$ cat src/rtl/linea_tx.sv
// Serial transmitter feeding the 7-state linea/u recognizer.
// Each bit occupies one 4-cycle slot on 'linea'. A '1' data bit or a start
// bit is sent as the detect pattern selected by PATH, so the recognizer
// pulses u. A '0' data bit and every idle slot are sent as the filler
// 1,1,1,0, which returns the recognizer to its sampling state silently.
// The slot phase free-runs from reset so it stays locked to the recognizer.
module linea_tx #(
    parameter int WIDTH     = 8,
    parameter bit MSB_FIRST = 1'b1,
    parameter bit START_BIT = 1'b1,
    parameter int PATH      = 0
) (
    input  logic             clock,
    input  logic             reset,
    input  logic             in_valid,
    input  logic [WIDTH-1:0] in_data,
    output logic             in_ready,
    output logic             linea,
    output logic             busy,
    output logic             tx_done
);

    // Slots per word and the counter width able to hold that value.
    localparam int TOTAL = WIDTH + int'(START_BIT);
    localparam int CNT_W = $clog2(TOTAL + 1);

    // Line values for ph0..ph3, bit index == phase. The detect pattern
    // always drives 0 in ph3 because the recognizer ignores that sample.
    localparam logic [3:0] FILLER_PAT = 4'b0111;
    localparam logic [3:0] DETECT_PAT = (PATH == 1) ? 4'b0001 :
                                        (PATH == 2) ? 4'b0010 : 4'b0000;

    // Illegal parameter values stop elaboration instead of producing a
    // transmitter the recognizer can never decode.
    if (PATH < 0 || PATH > 2) begin : g_bad_path
        $error("linea_tx: PATH must be 0, 1 or 2");
    end
    if (WIDTH < 1 || WIDTH > 32) begin : g_bad_width
        $error("linea_tx: WIDTH must be within 1..32");
    end

    // What the current slot carries; latched on the ph0 edge.
    typedef enum logic [1:0] {
        KIND_FILLER,
        KIND_ZERO,
        KIND_ONE
    } kind_e;

    logic [1:0]       ph_q, ph_d;
    logic [CNT_W-1:0] bits_left_q, bits_left_d;
    logic [WIDTH-1:0] shift_q, shift_d;
    logic             start_pend_q, start_pend_d;
    kind_e            kind_q, kind_d;
    logic             bit_slot_q, bit_slot_d;   // slot carries a word bit
    logic             last_slot_q, last_slot_d; // ...and it is the word's last
    logic             linea_q, linea_d;
    logic             tx_done_q, tx_done_d;

    logic             load;
    logic             next_bit;
    logic [3:0]       slot_pat;

    assign in_ready = (bits_left_q == '0);
    assign load     = in_valid && in_ready;
    assign next_bit = MSB_FIRST ? shift_q[WIDTH-1] : shift_q[0];

    // Next-state logic: slot selection on ph0, word load, line pattern.
    always_comb begin
        // NOTE: every signal gets its hold value first so no path through
        // this block can leave one unassigned and infer a latch.
        ph_d         = ph_q + 2'd1;
        bits_left_d  = bits_left_q;
        shift_d      = shift_q;
        start_pend_d = start_pend_q;
        kind_d       = kind_q;
        bit_slot_d   = bit_slot_q;
        last_slot_d  = last_slot_q;
        tx_done_d    = 1'b0;

        if (ph_q == 2'd0) begin
            if (bits_left_q != '0) begin
                bit_slot_d  = 1'b1;
                last_slot_d = (bits_left_q == CNT_W'(1));
                bits_left_d = bits_left_q - CNT_W'(1);
                if (start_pend_q) begin
                    kind_d       = KIND_ONE;
                    start_pend_d = 1'b0;
                end else begin
                    kind_d  = next_bit ? KIND_ONE : KIND_ZERO;
                    shift_d = MSB_FIRST ? (shift_q << 1) : (shift_q >> 1);
                end
            end else begin
                kind_d      = KIND_FILLER;
                bit_slot_d  = 1'b0;
                last_slot_d = 1'b0;
            end
        end else if (ph_q == 2'd3) begin
            // The slot's final line value goes out on this edge.
            tx_done_d  = bit_slot_q && last_slot_q;
            bit_slot_d = 1'b0;
        end

        // A load only happens with nothing held, so it never races the
        // ph0 consumption above; on a ph0 edge that slot stays filler.
        if (load) begin
            shift_d      = in_data;
            bits_left_d  = CNT_W'(TOTAL);
            start_pend_d = START_BIT;
        end

        slot_pat = (kind_d == KIND_ONE) ? DETECT_PAT : FILLER_PAT;
        linea_d  = slot_pat[ph_q];
    end

    // State register; reset drops any word in flight.
    always_ff @(posedge clock or negedge reset) begin
        if (!reset) begin
            ph_q         <= 2'd0;
            bits_left_q  <= '0;
            shift_q      <= '0;
            start_pend_q <= 1'b0;
            kind_q       <= KIND_FILLER;
            bit_slot_q   <= 1'b0;
            last_slot_q  <= 1'b0;
            linea_q      <= 1'b0;
            tx_done_q    <= 1'b0;
        end else begin
            // NOTE: non-blocking assignments so every register samples the
            // pre-edge values computed above, independent of statement order.
            ph_q         <= ph_d;
            bits_left_q  <= bits_left_d;
            shift_q      <= shift_d;
            start_pend_q <= start_pend_d;
            kind_q       <= kind_d;
            bit_slot_q   <= bit_slot_d;
            last_slot_q  <= last_slot_d;
            linea_q      <= linea_d;
            tx_done_q    <= tx_done_d;
        end
    end

    assign linea   = linea_q;
    assign tx_done = tx_done_q;
    assign busy    = (bits_left_q != '0) || bit_slot_q;

endmodule
$ cat config.mk
export PLATFORM = sky130hd
export DESIGN_NAME = linea_tx
export DESIGN_NICKNAME = d
export VERILOG_FILES = /design/src/rtl/linea_tx.sv
export SDC_FILE = /design/constraint.sdc
export NUM_CORES = 1
export LEC_CHECK = 0
export BUFFER_PORTS_ARGS = -buffer_cell sky130_fd_sc_hd__buf_4
export CAP_MARGIN = 25
export CORE_MARGIN = 2
export CORE_UTILIZATION = 40
export CTS_CLUSTER_DIAMETER = 100
export DETAILED_ROUTE_END_ITERATION = 8
export GPL_TIMING_DRIVEN = 0
export PLACE_DENSITY_LB_ADDON = 0.3
export SLEW_MARGIN = 25
export SYNTH_ARGS = -nofsm -noshare
export SYNTH_HDL_FRONTEND = slang
export SYNTH_SLANG_ARGS = --single-unit
$ cat constraint.sdc
create_clock -name clock -period 2.46 [get_ports clock]
set_clock_uncertainty 0.1 [all_clocks]
set_input_delay 0.369 -clock clock [delete_from_list [all_inputs] [get_ports clock]]
set_output_delay 0.369 -clock clock [all_outputs]
set_load 0.05 [all_outputs]
* After elaboration in Yosys (flattened, before gate mapping) *
Cells that the tools add are included.
W data, S select, Z words.

operators by class
  reduce and logical (&&, ||, !) cells = 11
  $lt $le $gt $ge = 1
  $add $sub $neg = 2
  divide/modulo/power cells = 0
  multiplexer cells = 23
  shifts and indexed selects = 0
  multiply operators = 0
  bitwise operators = 0
  equality and inequality tests = 4

operators by type and width
  operator               count
  $mux W8                4
  $mux W4                3
  $mux W1                10
  $mux W2                4
  $reduce_bool A2 Y1     3
  $eq A2 B2 Y1 const B   2
  $eq A4 B1 Y1 const B   1
  $logic_not A4 Y1       1
  $reduce_bool A4 Y1     1
  $sub A4 B1 Y4 const B  1
  $lt A2 B3 Y1 const B   1
  $mux W3                1
  $reduce_and A3 Y1      1
  $add A2 B1 Y2 const B  1
  $bmux W1 S2            1
  $logic_and A1 B1 Y1    2
  $logic_not A2 Y1       1
  $ne A2 B1 Y1 const B   1
  $reduce_and A2 Y1      1
  $logic_or A1 B1 Y1     1

storage, ports and cells
  bits in read-only memories = 0
  register bits after elaboration = 21
  RAM bits = 0
  bits of input ports = 11
  output and inout port bits = 4
  memories kept = 0
  bits in latches = 0
  logic and storage cells = 50

* Logic depth before layout (Yosys ltp) *
  depth in word-level cells = 8
  gate-level depth with buffers = 7
  depth with buffers taken out = 6

* Least setup slack after synthesis *
Ideal clock, no wire load.

  path kind = reg-to-output
  from = reg bits_left_q[0]
  to = out busy
  path slack = 316 ps
  cell stages (with the launch flop) = 7
  buffers on the path = 1
  arrival = 1,675 ps
  cell sequence = dfrtp_1 -> inv_1 -> ha_1 -> or3b_1 -> buf_6 -> clkinv_2 -> nand2b_1

on the way
  longest elaborated chain between the ends = 2

RTL lines
  what                    line  source
  from (decl)             50    logic [CNT_W-1:0] bits_left_q, bits_left_d;
  from (signal assigned)  131   bits_left_q <= bits_left_d;
  $reduce_bool A4 Y1      144   assign busy = (bits_left_q != '0) || bit_slot_q;
  $logic_or A1 B1 Y1      144
  to (decl)               19    output logic busy,

No other way between the ends.

* Worst setup path after layout *
Same ends and word-level chain as after synthesis.

==> metrics.md <==
| Metric | Value |
|---|---|
| Unrepaired setup endpoints after global routing | `no` |
| Post-synth top flop | `dfrtp_1` |
| CP Data Required Time | `1.99 ns` |
| CP max FO | `8` |
| DR pass1 iterations | `4` |
| Crit end category | `output pin` |
| VDD IR max | `0.514 mV` |
| Die width | `roughly 54 um` |
| Most common cell in the netlist | `dfrtp_1` |
| Num CTS Buffers | `3` |
| Largest family of logic cells by synthesized area | `compound AO/OA/AOI/OAI gates` |
| Slew margin rel. | `0.750` |
| Fin worst setup slack | `~0.13 ns` |
| Final Max Slew Viols | `0` |
| Setup TNS | `0 ns` |
| Share of the synthesized area in the top cell type | `0.523` |
| Final Non-Filler Cells | `138` |
| Initial core utilization | `0.413` |
| Part of the power in the clock network | `0.146` |
| CORE AREA | `around 0.0024 mm2` |
| Top post-synthesis cells by area | `dfrtp_1, ha_1, o221a_1` |
| Post-synthesis compound-gate area fraction | `0.188` |
| Fmax | `429 MHz` |
| Final Power | `1.14 mW` |
| Net Sw Power | `398 uW` |
| Hold_ws | `0.175 ns` |
| Clock slew at reported path FFs | `0.12 ns` |
| Commonest cells post-synth | `dfrtp_1, inv_1, nand2b_1` |
| FILL cells | `approximately 240` |
| Cells after Synth | `88` |
| Crit-path max cell delay | `~0.42 ns` |
| EDFF count, synth | `0` |
| Final instance area | `0.00119 mm2` |
| Synthesized cell area | `0.00100 mm2` |
| GRT overflow | `0` |
| Cell row count | `18` |
| All-Layer GR Usage | `0.144` |
| Clock latency on the worst-skew pair | `around 0.30 ns` |
| Largest net degree at the start of global routing | `22` |
| DP Worst Slack | `0.434 ns` |
| Netlist cell types | `33` |
| RePlAce Congestion | `around 0.72` |
| Total Wirelength | `1780 um` |
| Sequential Power Share | `0.480` |
| Period utilization | `0.947` |
| Remaining routing DRC violations | `0` |
| Placed Instance Area | `about 0.0011 mm2` |
| DP Cell Count | `around 130` |
| Crit path max-delay cell type | `dfrtp_1` |
| Register area | `526 um2` |
| Ports | `15` |
| Total Die Area | `between 0.002 and 0.003 mm2` |
| CTS H-tree depth | `1` |
| CP Cell Sequence | `inv_1 -> ha_2 -> or3b_1 -> buf_6 -> clkinv_2 -> nand2b_1 -> buf_4` |
| P_leak | `0.569 nW` |
| Async SR Flop Fraction | `1.00` |
| Share of cells above drive strength 1 | `0.222` |
| Die Ht | `54.1 um` |
| CTS root buf | `clkbuf_4` |
| Final net count | `125` |
| Yosys top cell by area | `dfrtp_1` |
| WS Path Type | `reg2out` |
| Register area share after synthesis | `0.523` |
| DR iter-0 viols | `14` |
| Syn nets | `104` |
| Combinational power share | `0.374` |
| CTS tree | `built` |
| Area Growth Syn to Fin | `18.8%` |
| Antenna-violating nets left | `0` |
| Number of global-route vias before repair | `683` |
| Yosys warning total | `0` |
| Number of antenna violations at the first check in global routing | `0` |
| CTS max path bufs | `2` |
| Hpwl dp | `about 1300 um` |
| CTS sink count | `21` |
| Switching portion of total power | `0.349` |
| Via Count | `716` |
| Synth Area in XOR/XNOR | `0` |
| Core Util, Final | `0.491` |
| Ant diodes | `0` |
| Startpoint type of the worst setup path | `flop` |
| Post-synthesis mux area share | `0.0212` |
| Min-delay worst type | `in2reg` |
| Setup violations, final | `0` |
| FF+latch count, synth | `21` |
| First-pass GRT wire length | `around 3000 um` |
| Min cycle time layout | `between 2 and 2.5 ns` |
| Port bufs | `14` |
| Adder-Cell Fraction of Synth Area | `0.0623` |
| Avg Cell Area, Syn | `11.4 um2` |
| Worst EP arrival | `between 1.5 and 2 ns` |
| Count of final hold-check violations | `0` |
| Outcome | `completed` |
| Routed len/inst | `~13 um` |
| Actual slew at the worst max-slew pin | `0.375 ns` |
| Multi-input gate area | `around 430 um2` |
| Post-Synth Simple-Gate Area | `0.151` |
| Vias per cell | `5.19` |
| Max-cap violations | `0` |
| P per Cell Area | `956 mW/mm2` |
| Pint | `~740 uW` |
==> critical path: cells and delay by family (launching register included) <==
family | cells | cell delay [ns]
fa+ha+maj | 1 | 0.21
buf+inv | 4 | 0.51
flops | 1 | 0.42
simple gates | 2 | 0.42
==> repair_timing <==
item,4_1_cts,5_1_grt
resized for setup,0,1
setup buffers,0,1
setup endpoints to repair,0,1
endpoints found under the hold margin,21,0
hold buffers,1,0
==> path summary, 6_finish.rpt <==
path	startpoint	to	slack, ns	cells after the start
max	bits_left_q[0]$_DFFE_PN0P_	busy	0.13	7
min	in_data[0]	shift_q[0]$_DFFE_PN0P_	0.18	3
max reg2reg	bits_left_q[0]$_DFFE_PN0P_	shift_q[5]$_DFFE_PN0P_	0.57	6
min reg2reg	ph_q[0]$_DFF_PN0_	ph_q[0]$_DFF_PN0_	0.37	1
max in group asynchronous	reset	bits_left_q[1]$_DFFE_PN0P_	1.68	2
min in group asynchronous	reset	shift_q[7]$_DFFE_PN0P_	0.37	2
==> power groups by stage <==
stage / Clock, mW / Combinational, mW / Sequential [mW]
5_1_grt: 0.186 / 0.470 / 0.563
2_1_floorplan: 0 / 0.286 / 0.566
4_1_cts: 0.171 / 0.409 / 0.549
3_3_place_gp: 0 / 0.392 / 0.554
3_5_place_dp: 0 / 0.409 / 0.556
6_report: 0.167 / 0.427 / 0.547
==> registers in the layout, summed over array words and instances, names as in the netlist <==
signal,cells
tx_done,1
last_slot_q,1
linea,1
start_pend_q,1
shift_q,8
ph_q,2
bit_slot_q,1
kind_q,2
bits_left_q,4
==> metal layers <==
layer / global-route usage / share of wire
met1: 0.196 / 0.48
met5: 0 / 0
met2: 0.220 / 0.48
met4: 0.0875 / 0.023
met3: 0.0167 / 0.019
==> final cells by class <==
cell class | instances | share of cell area
Clock buffer | 4 | 0.0220
Sequential cell | 21 | 0.440
Multi-Input combinational cell | 55 | 0.357
Timing Repair Buffer | 16 | 0.103
Inverter | 9 | 0.0294
Tap cell | 30 | 0.0314
Buffer | 3 | 0.0168
==> cells in the final DEF, fill, tap and decap left out, types with 2 or more instances in the layout <==
| cell | count |
|---|---|
| nor2_1 | 3 |
| clkbuf_4 | 3 |
| o21a_1 | 2 |
| nand2_1 | 5 |
| inv_1 | 8 |
| o221a_1 | 5 |
| dfrtp_1 | 21 |
| a221o_1 | 2 |
| ha_1 | 4 |
| a21o_1 | 2 |
| a211oi_1 | 2 |
| o21ai_0 | 4 |
| buf_4 | 15 |
| nor2b_1 | 2 |
| clkbuf_1 | 2 |
| nand2b_1 | 7 |
==> logic make-up (layout without fill, tap and decap cells) <==
logic type      count (synthesis)  count (layout)
simple gates                   25              25
compound gates                 23              23
flops                          21              21
buf+inv                        12              32
fa+ha+maj                       5               5
mux                             2               2
Note: power is estimated with default switching activity, not from simulation.
